**config.mk**
```make
export PLATFORM = sky130hd
export DESIGN_NAME = pwm_ramp_sequencer
export DESIGN_NICKNAME = d
export VERILOG_FILES = /design/src/rtl/pwm_ramp_sequencer.sv
export SDC_FILE = /design/constraint.sdc
export NUM_CORES = 1
export LEC_CHECK = 0
export ABC_CLOCK_PERIOD_IN_PS = 4600
export CAP_MARGIN = 15
export CORE_MARGIN = 5
export CORE_UTILIZATION = 41
export CTS_CLUSTER_SIZE = 30
export DETAILED_ROUTE_END_ITERATION = 12
export PLACE_DENSITY = 0.64
export RECOVER_POWER = 100
export SLEW_MARGIN = 30
export SYNTH_ARGS = -nofsm -noshare
export SYNTH_HDL_FRONTEND = slang
export SYNTH_SLANG_ARGS = --single-unit
```
**constraint.sdc**
```tcl
create_clock -name clk -period 4.6 [get_ports clk]
set_input_delay 1.38 -clock clk [delete_from_list [all_inputs] [get_ports clk]]
set_output_delay 1.38 -clock clk [all_outputs]
set_load 0.01 [all_outputs]
```
**src/rtl/pwm_ramp_sequencer.sv**
```systemverilog
// PWM controller: free-running period counter, switch/host duty arbitration and a
// one-step-at-a-time duty ramp whose updates land only on period boundaries.
module pwm_ramp_sequencer #(
    parameter int CBITS        = 21,
    parameter int STEP_PERIODS = 4
) (
    input  logic       clk,
    input  logic       rst,
    input  logic [3:0] sw,
    input  logic       host_req,
    input  logic [3:0] host_duty,
    output logic       host_ack,
    output logic       pwm_out,
    output logic       period_start,
    output logic [3:0] duty_cur,
    output logic       ramping
);
    localparam int SCW = (STEP_PERIODS > 1) ? $clog2(STEP_PERIODS) : 1;
    localparam logic [SCW-1:0] STEP_LAST = SCW'(STEP_PERIODS - 1);
    localparam logic [CBITS-1:0] CNT_LAST = '1;

    typedef enum logic [1:0] {IDLE, WAIT, STEP} state_t;

    state_t           state_q, state_d;
    logic [CBITS-1:0] cnt_q, cnt_d;
    logic [3:0]       sw_q, sw_d;
    logic [3:0]       target_q, target_d;
    logic [3:0]       duty_q, duty_d;
    logic [SCW-1:0]   step_cnt_q, step_cnt_d;
    logic             host_ack_q, host_ack_d;
    logic             pwm_q, pwm_d;
    logic             period_start_q, period_start_d;
    logic             ramping_q, ramping_d;
    logic [CBITS-1:0] threshold;
    logic             boundary;

    always_comb begin
        cnt_d          = cnt_q + 1'b1;
        sw_d           = sw;
        boundary       = (cnt_q == CNT_LAST);
        // Threshold sits half a duty step above duty*2^(CBITS-5): never 0, never full.
        threshold      = {{(CBITS-5){1'b0}}, duty_q, 1'b1} << (CBITS - 6);
        pwm_d          = (cnt_q < threshold);
        period_start_d = (cnt_q == '0);

        // A request that is already acked this cycle is not re-accepted; the host wins ties.
        host_ack_d = host_req && !host_ack_q;
        target_d   = target_q;
        if (host_ack_d) begin
            target_d = host_duty;
        end else if (sw != sw_q) begin
            target_d = sw;
        end

        state_d    = state_q;
        duty_d     = duty_q;
        step_cnt_d = step_cnt_q;
        case (state_q)
            IDLE: begin
                if (target_q != duty_q) state_d = WAIT;
            end
            WAIT, STEP: begin
                // The step itself is taken on the boundary edge, not as a separate cycle.
                if (boundary) begin
                    if (target_q == duty_q) begin
                        state_d    = IDLE;
                        step_cnt_d = '0;
                    end else if (step_cnt_q == STEP_LAST) begin
                        duty_d     = (target_q > duty_q) ? duty_q + 4'd1 : duty_q - 4'd1;
                        step_cnt_d = '0;
                        state_d    = (duty_d == target_q) ? IDLE : WAIT;
                    end else begin
                        step_cnt_d = step_cnt_q + 1'b1;
                    end
                end
            end
            default: state_d = IDLE;
        endcase
        ramping_d = (state_d != IDLE);
    end

    always_ff @(posedge clk) begin
        if (rst) begin
            state_q        <= IDLE;
            cnt_q          <= '0;
            sw_q           <= '0;
            target_q       <= '0;
            duty_q         <= '0;
            step_cnt_q     <= '0;
            host_ack_q     <= 1'b0;
            pwm_q          <= 1'b0;
            period_start_q <= 1'b0;
            ramping_q      <= 1'b0;
        end else begin
            state_q        <= state_d;
            cnt_q          <= cnt_d;
            sw_q           <= sw_d;
            target_q       <= target_d;
            duty_q         <= duty_d;
            step_cnt_q     <= step_cnt_d;
            host_ack_q     <= host_ack_d;
            pwm_q          <= pwm_d;
            period_start_q <= period_start_d;
            ramping_q      <= ramping_d;
        end
    end

    assign host_ack     = host_ack_q;
    assign pwm_out      = pwm_q;
    assign period_start = period_start_q;
    assign duty_cur     = duty_q;
    assign ramping      = ramping_q;
endmodule

```
# Yosys cells after proc, flatten, opt, wreduce, memory -nomap -nowiden
# Cells that the tools add are included.
[classes]
n_addsub = 4
n_mul = 0
div_mod_pow = 0
n_lt_le_gt_ge = 2
n_eq_ne = 8
n_shift = 0
muxes = 11
n_bitwise = 1
n_reduce_logical = 9
[op_table]
columns = ["operator", "n"]
rows = [
  ["adder 21 x 1 -> 21 bit, second input constant", 1],
  ["equality test 21 bit, second input constant", 1],
  ["zero test 21 bit", 1],
  ["< comparator 21 x 20 -> 1 bit", 1],
  ["two-way mux 2 bit", 6],
  ["two-way mux 4 bit", 3],
  ["equality test 4 bit", 2],
  ["!= test 4 bit", 2],
  ["adder 4 x 1 -> 4 bit, second input constant", 1],
  ["equality test 2 bit, second input constant", 2],
  ["greater-than comparator 4 bit", 1],
  ["case mux 2 bit (2 select lines)", 1],
  ["AND reduction 4 bit", 1],
  ["nonzero test 2 bit", 2],
  ["subtractor 4 x 1 -> 4 bit, second input constant", 1],
  ["adder 2 x 1 -> 2 bit, second input constant", 1],
  ["equality test 2 x 1 -> 1 bit, second input constant", 1],
  ["zero test 2 bit", 1],
  ["AND reduction 2 bit", 1],
  ["OR reduction 2 bit", 1],
  ["logical AND 1 bit", 1],
  ["zero test 1 bit", 1],
  ["two-way mux 1 bit", 1],
  ["inverter 1 bit", 1],
]
[word_totals]
ff_bits = 41
latch_bits = 0
mem_bits_rw = 0
romBits = 0
input_bits = 11
output_inout_bits = 8
elab_cells = 45
memories = 0

# Longest topological paths before layout
[depth]
word_depth = 9
depth_mapped = 12
depth_no_buf = 12

# Worst setup path after synthesis
# OpenSTA, ideal clock, no wires.
[synth_timing]
path_kind = "reg-to-reg"
start = "register duty_q[2], in the netlist duty_cur[2]"
end = "register ramping_q, in the netlist ramping"
setup_time_ps = 124
arrival_ps = 2893
t_required_ps = 4476
path_slack_ps = 1583
path_stages_with_launch = 13
n_path_buf = 0
period_less_slack_ps = 3017
path_cell_list = "dfxtp_1 inv_1 ha_1 a21oi_1 nor2b_1 o31ai_1 inv_1 fa_1 xor2_1 xnor2_1 or3_1 o211ai_1 nand3b_1"
[synth_via]
elab_chain_len = 9
elab_cells_between_ends = 14
classes_between = "2 x add/sub; 1 x order compare; 3 x eq/ne; 7 x mux; 1 x reduce/logical"
[synth_rtl]
columns = ["element", "line", "rtl"]
rows = [
  ["from (decl)", "28", "logic [3:0] duty_q, duty_d;"],
  ["from (signal assigned)", "99", "duty_q <= duty_d;"],
  ["subtractor 4 x 1 -> 4 bit, or another cell as far along", "69", "duty_d = (target_q > duty_q) ? duty_q + 4'd1 : duty_q - 4'd1;"],
  ["two-way mux 4 bit", "69", ""],
  ["equality test 4 bit", "71", "state_d = (duty_d == target_q) ? IDLE : WAIT;"],
  ["two-way mux 1 bit", "71", ""],
  ["two-way mux 2 bit", "68", "end else if (step_cnt_q == STEP_LAST) begin"],
  ["two-way mux 2 bit", "65", "if (target_q == duty_q) begin"],
  ["two-way mux 2 bit", "64", "if (boundary) begin"],
  ["case mux 2 bit (2 select lines) (*)", "58", "case (state_q)"],
  ["nonzero test 2 bit (*)", "79", "ramping_d = (state_d != IDLE);"],
  ["to (signal assigned)", "104", "ramping_q <= ramping_d;"],
  ["to (decl)", "33", "logic ramping_q, ramping_d;"],
]
# Mark *: on every way between the ends. The rest lies on a longest branch, timed or not.
# A chain may end at the register's enable or synchronous reset.

# Final worst setup path
# Same ends and word-level chain as after synthesis.

==> impl_metrics.tcl <==
set metrics [dict create \
    finalCritPeriodShare_pct 71.75 \
    hpwl_mm 2.924 \
    critPathMaxStageDelay_ns 0.70 \
    start_util_pct 41.69 \
    port_buffers 18 \
    io_pins 19 \
    path_max_fanout 5 \
    synthCells 237 \
    crit_buf_inv 2 \
    wl_per_cell_um 11.92 \
    path_depth 12 \
    fillCellCount 497 \
    nets 283 \
    via_count 1629 \
    first_pass_iters 4 \
    fp-row-count 26 \
    clockBufferDepth 2 \
    slew_headroom_pct 39.51 \
    critPathSlowestCell "o31ai_1" \
    die-area_mm2 0.006659 \
    coreArea_mm2 0.005042 \
    crit_path_frequent_cell "inv_1" \
    cts_tree "done" \
    drive_gt1_share_pct 5.058 \
    final_core_util_pct 48.66 \
    cts_buffers 5 \
    antenna_cells 0 \
    grt_max_degree 22 \
    h-tree-depth 2 \
    worst_slew_pin_slew_ns 0.9073 \
    root_buffer "clkbuf_8" \
    cts_setup_buffers 0 \
    end_kind "flop" \
    yosysMostFrequentCell "dfxtp_1" \
    grt_remaining_overflow 0 \
    synth_edf_count 0 \
    cts_resized 0 \
    hold_violations 0 \
    grt_first_pass_wirelength_mm 7.120 \
    wl_mm 3.897 \
    setup_violations 0 \
    ys_seq_area_share_pct 39.05 \
    synth_ff_type "dfxtp_1" \
    report.final.slew_viol_count 0 \
    syn_to_final_growth_pct 16.73 \
    synthTopCellsByArea "dfxtp_1 (39%), ha_1 (8.9%), xnor2_1 (6.7%)" \
    clock_skew_ns 0.007293 \
    clock_latency_ns 0.29 \
    synth.distinct_cells 41 \
    hold_depth 2 \
    path_cells "inv_1, ha_1, a21oi_1, nor2b_1, o31ai_1, inv_1, fa_1, xor2_1, xnor2_1, or3_1, o211ai_1, nand3b_1" \
    syn_area_mm2 0.002102 \
    hold_class "flop to flop" \
    grt_usage_pct 13.80 \
    grt_pass1_vias 1580 \
    r2r_cells 12 \
    drt_iter0_drc 67 \
    synth_commonest_cells "dfxtp_1 (41), nor2_1 (35), xnor2_1 (16)" \
    cts_sinks 41 \
    place.gp.congestion 0.8063 \
    finalSetupTns_ns 0 \
    path_clk_slew_ns 0.08 \
    worstSetupPathType "flop to flop" \
    cellPowerDensity_mw_per_mm2 329.4 \
    p_leak_uw 0.0009471 \
    outcome "completed" \
    startpoint_type "flop" \
    antenna_found_initial 0 \
    syn_area_per_cell_um2 8.869 \
    ys_async_sr_fraction_pct 0 \
    yosys.area.top_type "dfxtp_1" \
    cp_data_arrival_time_ns 3.48 \
    cap_violations 0 \
    synth_top_area_share_pct 39.05 \
    ir_worst_vdd_v 0.0001908 \
    fmax_mhz 303.0 \
    yosysWarnings 0 \
    rsz0062_at_grt "no" \
    path_delay_family "compound AO/OA/AOI/OAI gates" \
    drc 0 \
    syn_nets 264 \
    antenna_left 0 \
    critical_path_required_ns 4.78 \
    die_w_um 81.60 \
    vias_per_cell 4.982 \
    period_needed_ns 3.300 \
    fp.dieH_um 81.60 \
    ys_ff_latch 41 \
    hold_buffers 0 \
]
cell usage in the layout, fill, tap and decap left out, drive strengths merged, types with 2 or more instances in the layout:
cell type / n
a211oi: 5
a21o: 2
a21oi: 11
and4: 2
clkbuf: 8
clkdlybuf4s50: 9
dfxtp: 41
dlygate4sd3: 9
ha: 15
inv: 14
mux2i: 5
nand2: 13
nand3: 12
nand4: 7
nor2: 35
nor2b: 9
nor3: 4
nor4: 5
o21ai: 5
or3: 3
or4: 3
xnor2: 16
xor2: 11
tightest hold or removal path: cells and delay by family (launching register included):
family           cells  cell delay (ns)
flip-flops           1             0.32
AND/OR/NAND/NOR      1             0.05
AO/OA/AOI/OAI        1             0.05
metal layers:
| layer | vias up | GRT usage, % | part of all wire (%) |
|---|---|---|---|
| met4 | 0 | 4.983 | 1.2 |
| met5 | - | 0 | 0 |
| met2 | 20 | 22.39 | 45 |
| met3 | 5 | 3.618 | 4.0 |
| li1 | 857 | - | - |
| met1 | 747 | 17.62 | 50 |
layout make-up:
cell class,count,area [µm²],area share [%]
multi-input combinational,175,1192,48.60
sequential,41,820.8,33.45
tap,70,87.58,3.570
timing repair buffer,19,183.9,7.496
clock buffer,7,86.33,3.519
inverter,14,52.55,2.142
clock inverter,1,30.03,1.224
flip-flops by register name (all words and copies together) (netlist names):
| signal | cells |
|---|---|
| state_q | 2 |
| period_start | 1 |
| pwm_out | 1 |
| target_q | 4 |
| duty_cur | 4 |
| cnt_q | 21 |
| ramping | 1 |
| step_cnt_q | 2 |
| sw_q | 4 |
| host_ack | 1 |
metrics by stage:
stage          cells  power, µW  hold WS [ns]  setup slack, ns  instance area [µm²]
2_1_floorplan    237      480.4        0.4356            1.583                 2102
3_3_place_gp     319      521.6        0.4504            1.492                 2346
3_5_place_dp     319      523.4        0.4582            1.356                 2346
4_1_cts          327      823.8        0.4670            1.292                 2462
5_1_grt          327      858.0        0.4965            1.032                 2454
6_report         327      808.1        0.4619            1.300                 2454
worst paths after layout:
kind | from | endpoint | slack [ns]
setup / recovery | duty_cur[2] | ramping | 1.30
hold / removal | step_cnt_q[1] | step_cnt_q[1] | 0.46
setup reg to reg | duty_cur[2] | ramping | 1.30
hold reg to reg | step_cnt_q[1] | step_cnt_q[1] | 0.46
report_power, final:
part	internal, µW	switching (µW)	total, µW
registers	373	10.1	383
logic	59.8	67.8	128
clock network	177	120	297
logic make-up after synthesis:
family,synth area share [%]
buffers and inverters,3.988
multiplexers,2.381
XOR/XNOR,11.25
adder cells (fa/ha/maj),9.881
AND/OR/NAND/NOR,24.64
AO/OA/AOI/OAI,8.810
flip-flops,39.05
(Power assumes the default switching activity.)
